--- src/rtl/control_sequencer.sv ---
// control_sequencer: multi-cycle fetch/decode/execute sequencer driving datapath strobes per T-step.
// Latency: one T-step per cycle; an instruction takes 4..8 steps, memory steps may stretch.
// Backpressure: with MEM_WAIT_EN defined, T1 / ld T6 / st T7 hold until mem_ready=1; otherwise none.
module control_sequencer #(
  parameter int OPW    = 5,
  parameter int STEP_W = 3
) (
  input  logic            clock,
  input  logic            clear_n,
  input  logic [31:0]     ir,
  input  logic            con_ff,
  input  logic            mem_ready,
  output logic            PCout,
  output logic            Zlowout,
  output logic            MDRout,
  output logic            Cout,
  output logic            PCin,
  output logic            IRin,
  output logic            MARin,
  output logic            MDRin,
  output logic            Yin,
  output logic            Zin,
  output logic            CONin,
  output logic            IncPC,
  output logic            Read,
  output logic            Write,
  output logic            Gra,
  output logic            Grb,
  output logic            Grc,
  output logic            Rin,
  output logic            Rout,
  output logic            BAout,
  output logic [OPW-1:0]  alu_op,
  output logic            run,
  output logic            illegal_op
);

  typedef enum logic {ST_RUN = 1'b0, ST_HALT = 1'b1} state_t;

  localparam logic [STEP_W-1:0] T0 = STEP_W'(0);
  localparam logic [STEP_W-1:0] T1 = STEP_W'(1);
  localparam logic [STEP_W-1:0] T2 = STEP_W'(2);
  localparam logic [STEP_W-1:0] T3 = STEP_W'(3);
  localparam logic [STEP_W-1:0] T4 = STEP_W'(4);
  localparam logic [STEP_W-1:0] T5 = STEP_W'(5);
  localparam logic [STEP_W-1:0] T6 = STEP_W'(6);
  localparam logic [STEP_W-1:0] T7 = STEP_W'(7);

  localparam logic [OPW-1:0] OP_LD   = OPW'(5'b00000);
  localparam logic [OPW-1:0] OP_LDI  = OPW'(5'b00001);
  localparam logic [OPW-1:0] OP_ST   = OPW'(5'b00010);
  localparam logic [OPW-1:0] OP_ADD  = OPW'(5'b00011);
  localparam logic [OPW-1:0] OP_SUB  = OPW'(5'b00100);
  localparam logic [OPW-1:0] OP_AND  = OPW'(5'b00101);
  localparam logic [OPW-1:0] OP_OR   = OPW'(5'b00110);
  localparam logic [OPW-1:0] OP_ADDI = OPW'(5'b01100);
  localparam logic [OPW-1:0] OP_ANDI = OPW'(5'b01101);
  localparam logic [OPW-1:0] OP_ORI  = OPW'(5'b01110);
  localparam logic [OPW-1:0] OP_BR   = OPW'(5'b10010);
  localparam logic [OPW-1:0] OP_JR   = OPW'(5'b10011);
  localparam logic [OPW-1:0] OP_NOP  = OPW'(5'b11010);
  localparam logic [OPW-1:0] OP_HALT = OPW'(5'b11011);

  state_t            r_state, w_state_nxt;
  logic [STEP_W-1:0] r_step, w_step_nxt;
  logic [OPW-1:0]    w_opc;
  logic [OPW-1:0]    w_imm_alu;
  logic              w_mem_wait;
  logic              w_unused;

  assign w_opc     = ir[31 -: OPW];
  assign w_imm_alu = (w_opc == OP_ADDI) ? OP_ADD : (w_opc == OP_ANDI) ? OP_AND : OP_OR;
  assign w_unused  = ^{mem_ready, ir[31-OPW:0]};

  // Memory steps stall only when the wait feature is built in.
`ifdef MEM_WAIT_EN
  assign w_mem_wait = ~mem_ready;
`else
  assign w_mem_wait = 1'b0;
`endif

  // State and T-step registers; synchronous reset wins over everything.
  always_ff @(posedge clock) begin
    if (!clear_n) begin
      r_state <= ST_RUN;
      r_step  <= T0;
    end else begin
      r_state <= w_state_nxt;
      r_step  <= w_step_nxt;
    end
  end

  // Next-step selection and Moore strobe decode of (step, opcode); strobes low in reset and HALT.
  always_comb begin
    {PCout, Zlowout, MDRout, Cout, PCin, IRin, MARin, MDRin, Yin, Zin,
     CONin, IncPC, Read, Write, Gra, Grb, Grc, Rin, Rout, BAout} = '0;
    alu_op      = '0;
    run         = 1'b0;
    illegal_op  = 1'b0;
    w_step_nxt  = r_step;
    w_state_nxt = r_state;

    if (clear_n && (r_state == ST_RUN)) begin
      run = 1'b1;
      case (r_step)
        T0: begin
          PCout = 1'b1; MARin = 1'b1; IncPC = 1'b1; Zin = 1'b1; alu_op = OP_ADD;
          w_step_nxt = T1;
        end
        T1: begin
          Zlowout = 1'b1; PCin = 1'b1; Read = 1'b1; MDRin = 1'b1;
          w_step_nxt = w_mem_wait ? T1 : T2;
        end
        T2: begin
          MDRout = 1'b1; IRin = 1'b1;
          w_step_nxt = T3;
        end
        default: begin
          // Final step of every sequence falls back to T0 unless told otherwise.
          w_step_nxt = T0;
          case (w_opc)
            OP_ADD, OP_SUB, OP_AND, OP_OR: begin
              case (r_step)
                T3: begin Grb = 1'b1; Rout = 1'b1; Yin = 1'b1; w_step_nxt = T4; end
                T4: begin Grc = 1'b1; Rout = 1'b1; Zin = 1'b1; alu_op = w_opc; w_step_nxt = T5; end
                T5: begin Zlowout = 1'b1; Gra = 1'b1; Rin = 1'b1; end
                default: ;
              endcase
            end
            OP_ADDI, OP_ANDI, OP_ORI: begin
              case (r_step)
                T3: begin Grb = 1'b1; Rout = 1'b1; Yin = 1'b1; w_step_nxt = T4; end
                T4: begin Cout = 1'b1; Zin = 1'b1; alu_op = w_imm_alu; w_step_nxt = T5; end
                T5: begin Zlowout = 1'b1; Gra = 1'b1; Rin = 1'b1; end
                default: ;
              endcase
            end
            OP_LDI, OP_LD, OP_ST: begin
              // All three form the effective address as Rb (or 0 via BAout) + C.
              case (r_step)
                T3: begin Grb = 1'b1; BAout = 1'b1; Yin = 1'b1; w_step_nxt = T4; end
                T4: begin Cout = 1'b1; Zin = 1'b1; alu_op = OP_ADD; w_step_nxt = T5; end
                T5: begin
                  Zlowout = 1'b1;
                  if (w_opc == OP_LDI) begin
                    Gra = 1'b1; Rin = 1'b1;
                  end else begin
                    MARin = 1'b1; w_step_nxt = T6;
                  end
                end
                T6: begin
                  if (w_opc == OP_LD) begin
                    Read = 1'b1; MDRin = 1'b1;
                    w_step_nxt = w_mem_wait ? T6 : T7;
                  end else if (w_opc == OP_ST) begin
                    Gra = 1'b1; Rout = 1'b1; MDRin = 1'b1;
                    w_step_nxt = T7;
                  end
                end
                T7: begin
                  if (w_opc == OP_LD) begin
                    MDRout = 1'b1; Gra = 1'b1; Rin = 1'b1;
                  end else if (w_opc == OP_ST) begin
                    Write = 1'b1;
                    w_step_nxt = w_mem_wait ? T7 : T0;
                  end
                end
                default: ;
              endcase
            end
            OP_BR: begin
              case (r_step)
                T3: begin Gra = 1'b1; Rout = 1'b1; CONin = 1'b1; w_step_nxt = T4; end
                T4: begin PCout = 1'b1; Yin = 1'b1; w_step_nxt = T5; end
                T5: begin Cout = 1'b1; Zin = 1'b1; alu_op = OP_ADD; w_step_nxt = T6; end
                T6: begin Zlowout = 1'b1; PCin = con_ff; end
                default: ;
              endcase
            end
            OP_JR: begin
              if (r_step == T3) begin
                Gra = 1'b1; Rout = 1'b1; PCin = 1'b1;
              end
            end
            OP_NOP: ;
            OP_HALT: begin
              w_state_nxt = ST_HALT;
            end
            default: begin
              illegal_op = (r_step == T3);
            end
          endcase
        end
      endcase
    end
  end

endmodule

--- config.mk ---
export PLATFORM = sky130hd
export DESIGN_NAME = control_sequencer
export DESIGN_NICKNAME = d
export VERILOG_FILES = /design/src/rtl/control_sequencer.sv
export SDC_FILE = /design/constraint.sdc
export NUM_CORES = 1
export LEC_CHECK = 0
export ABC_AREA = 1
export CAP_MARGIN = 10
export CORE_MARGIN = 4
export CORE_UTILIZATION = 37
export DETAILED_ROUTE_END_ITERATION = 10
export HOLD_SLACK_MARGIN = 0.03
export PLACE_DENSITY = 0.91
export SETUP_SLACK_MARGIN = 0.2
export SYNTH_ARGS = -nofsm -noshare
export SYNTH_HDL_FRONTEND = slang
export SYNTH_SLANG_ARGS = --single-unit
--- constraint.sdc ---
create_clock -name clock -period 3.8 [get_ports clock]
set_input_delay 0.57 -clock clock [delete_from_list [all_inputs] [get_ports clock]]
set_output_delay 0.57 -clock clock [all_outputs]
set_load 0.01 [all_outputs]
==> impl_metrics.py <==
metrics = {
    "floorplan": {
        "fp-row-count": 17,
        "dieHeight_um": 56.7,
        "core_area_um2": 2230,
        "ioPinCount": 63,
        "full_die_area_um2": 3220,
        "dieWidth_um": 56.7,
        "initial_core_util": 0.393,
    },
    "logic_synthesis": {
        "syn-instance-count": 162,
        "synth_top_cell_area_share": 0.154,
        "ys_dominant_reg_cell": "sky130_fd_sc_hd__dfxtp_1",
        "ys_seq_area_frac": 0.0912,
        "synth_warnings": 0,
        "synth_most_common_cell": "sky130_fd_sc_hd__nand2_1",
        "syn-cell-area_um2": 878,
        "async_flop_share": 0,
        "ys_ff_latch": 4,
        "netlist_top_cells_area": "sky130_fd_sc_hd__nand2_1 (15%), sky130_fd_sc_hd__nor2_1 (9.4%), sky130_fd_sc_hd__dfxtp_1 (9.1%), sky130_fd_sc_hd__inv_1 (8.1%), sky130_fd_sc_hd__a21oi_1 (8.0%)",
        "syn_area_per_cell_um2": 5.42,
        "synth_top_cell_by_area": "sky130_fd_sc_hd__nand2_1",
        "post_synth_num_cell_types": 26,
        "synth_top_cells_by_count": "sky130_fd_sc_hd__nand2_1 (36), sky130_fd_sc_hd__nor2_1 (22), sky130_fd_sc_hd__inv_1 (19)",
        "number_of_enable_type_register_cells_in_the_synthesized_netlist": 0,
    },
    "drt": {
        "routed_wl_um": 2680,
        "initialDrtViolationCount": 40,
        "route.antenna.remaining_nets": 0,
        "routed-via-count": 1179,
        "number_of_iterations_in_the_first_detailed_routing_pass": 4,
        "detail_route.drc_violations": 0,
        "viasPerCell": 5.31,
        "routed_wire_length_per_instance_um": 12.1,
    },
    "setup_path": {
        "setup_crit_path_kind": "input port to output port",
        "worst_ep_arrival_time_ns": 2.58,
        "timing.critical_path.required_ns": 3.23,
        "worst-r2r-setup-slack_ns": 2.19,
        "worstReg2RegEnd": "r_step[1]",
        "timing.critical_path.from_type": "input port",
        "worst_setup_path_end_kind": "output port",
        "critical_path.reg2reg.startpoint": "r_step[2]",
        "critPathMaxFanout": 12,
        "worst-r2r-cell-count": 7,
    },
    "sta": {
        "final_setup_violating_endpoints": 0,
        "report.final.slew_viol_count": 0,
        "final_hold_viol_count": 0,
        "rsz0062_at_grt": "false",
        "max_freq_ghz": 0.318,
        "finalClockSkew_ns": 0.00190,
        "worst-slew-pin-transition_ns": 0.613,
        "layout_min_cycle_time_ns": 3.15,
        "slew_headroom": 0.587,
        "post-route-period-util": 0.828,
        "setup_total_negative_slack_ns": 0,
    },
    "outcome": {
        "status": "complete, no violations",
    },
    "job": {
        "max_cap_violations": 0,
    },
    "cells_and_area": {
        "layout-drive-gt1-share": 0.160,
        "net_total_in_the_final_layout": 232,
        "antenna-diode-count": 0,
        "fillers": 244,
        "p_r_area_growth_vs_syn_pct": 40.5,
        "register_area_um2": 80.1,
        "multiInputGateArea_um2": 661,
        "fin_util": 0.552,
    },
    "hold_path": {
        "start_point_of_the_worst_hold_path": "r_state",
        "whs_path_cells": 2,
        "endpoint_worst_hold": "r_step[2]",
        "worstHoldPathType": "register to register",
    },
    "cts": {
        "worst_skew_pair.late_latency_ns": 0.24,
        "postCtsHoldBufs": 0,
        "post_cts_resized": 0,
        "tritoncts": "yes",
        "setup_buffers_after_cts": 0,
        "numCtsBuffers": 3,
        "cts_sinks": 4,
        "depth_of_the_cts_h_tree": 1,
        "cts.path.max_buffers": 2,
        "cts.reportedPaths.clkPinSlew_ns": 0.04,
        "cts.root.buffer_cell": "sky130_fd_sc_hd__clkbuf_4",
    },
    "place": {
        "detailedPlacementHpwl_um": 2170,
        "finalWeightedCongestion": 0.967,
        "portBuffers": 32,
    },
    "power_and_ir_drop": {
        "power.density_cell_area_nw_per_um2": 177,
        "totalPowerFinal_mw": 0.219,
        "p_leak_nw": 0.555,
        "worst_supply_voltage_drop_on_vdd_uv": 159,
    },
    "global_routing": {
        "grt_overflow_total": 0,
        "global_route.usage.total": 0.171,
        "number_of_antenna_violations_at_the_first_check_in_global_routing": 0,
        "global_route_wire_length_before_repair_um": 4510,
        "grt_pass1_vias": 1079,
        "grt_start_max_net_pins": 13,
    },
}
[registers in the layout, indices dropped and copies added, names as in the netlist]
name and count:
r_step 3, r_state 1
[cells by family after synthesis]
family | share of synthesized area
compound gates | 0.184
buf+inv | 0.161
flops | 0.0912
other cells | 0.00427
simple gates | 0.560
[report_power, final]
part / switching (mW) / internal (mW) / total, mW
registers: 0.00593 / 0.0449 / 0.0508
logic: 0.0652 / 0.0489 / 0.114
clock network: 0.0184 / 0.0354 / 0.0538
[per-stage QoR]
stage / cells / cell area, um2 / hold slack [ns] / setup WS (ns)
finish: 222 / 1230 / 0.495 / 0.654
global route: 222 / 1230 / 0.553 / 0.503
CTS: 222 / 1230 / 0.493 / 0.654
detailed placement: 219 / 1210 / 0.486 / 0.672
global placement: 219 / 1210 / 0.480 / 0.705
floorplan: 163 / 882 / 0.469 / 1.74
[routing by layer]
| layer | vias to the layer above | global-route usage | share of wire | wire length [um] |
|---|---|---|---|---|
| li1 | 592 | - | - | - |
| met1 | 517 | 0.244 | 0.43 | 1150 |
| met2 | 66 | 0.262 | 0.44 | 1180 |
| met3 | 4 | 0.0368 | 0.12 | 315 |
| met4 | 0 | 0.0339 | 0.015 | 39 |
| met5 | - | 0 | 0 | 0 |
[how the worst max path moves through the flow]
| stage | from | to | slack [ns] |
|---|---|---|---|
| 2_1_floorplan | clear_n | illegal_op | 1.74 |
| 3_3_place_gp | clear_n | PCout | 0.70 |
| 3_5_place_dp | clear_n | PCout | 0.67 |
| 4_1_cts | clear_n | PCout | 0.65 |
| 5_1_grt | clear_n | PCout | 0.50 |
| 6_report | clear_n | PCout | 0.65 |
[placed cells by master (no fill, tap or decap)]
master / netlist / layout
sky130_fd_sc_hd__nor2_2: 3 / 3
sky130_fd_sc_hd__inv_4: 1 / 1
sky130_fd_sc_hd__conb_1: 1 / 2
sky130_fd_sc_hd__nand3_4: 2 / 2
sky130_fd_sc_hd__inv_2: 8 / 8
sky130_fd_sc_hd__a211oi_1: 1 / 1
sky130_fd_sc_hd__inv_1: 19 / 19
sky130_fd_sc_hd__clkdlybuf4s50_1: 0 / 32
sky130_fd_sc_hd__o21ai_0: 4 / 4
sky130_fd_sc_hd__nand3_1: 10 / 10
sky130_fd_sc_hd__nor2_1: 22 / 22
sky130_fd_sc_hd__buf_4: 4 / 1
sky130_fd_sc_hd__nor2_4: 2 / 2
sky130_fd_sc_hd__nand2_1: 36 / 36
sky130_fd_sc_hd__clkbuf_4: 0 / 3
sky130_fd_sc_hd__a22oi_1: 2 / 2
sky130_fd_sc_hd__nand4_1: 4 / 4
sky130_fd_sc_hd__nor3_1: 8 / 8
sky130_fd_sc_hd__a31oi_1: 2 / 2
sky130_fd_sc_hd__a21oi_2: 3 / 3
sky130_fd_sc_hd__nor3_4: 1 / 1
sky130_fd_sc_hd__nand3_2: 4 / 4
sky130_fd_sc_hd__nand3b_1: 1 / 1
sky130_fd_sc_hd__a21oi_1: 14 / 14
sky130_fd_sc_hd__dfxtp_1: 4 / 4
sky130_fd_sc_hd__nand2_2: 3 / 3
sky130_fd_sc_hd__o21ai_1: 2 / 2
[critical path: stages]
cell,delay (ns)
sky130_fd_sc_hd__clkdlybuf4s50_1,0.47
sky130_fd_sc_hd__inv_1,0.09
sky130_fd_sc_hd__nor2_2,0.11
sky130_fd_sc_hd__inv_1,0.19
sky130_fd_sc_hd__nor2_1,0.34
sky130_fd_sc_hd__inv_1,0.12
sky130_fd_sc_hd__a21oi_1,0.13
sky130_fd_sc_hd__clkdlybuf4s50_1,0.55
[cell type report]
cell class,count,area share
Timing Repair Buffer,33,0.266
Multi-Input combinational cell,126,0.535
Inverter,28,0.0872
Sequential cell,4,0.0649
Clock buffer,3,0.0183
Tap cell,28,0.0284
Note: power is estimated with default switching activity, not from simulation.
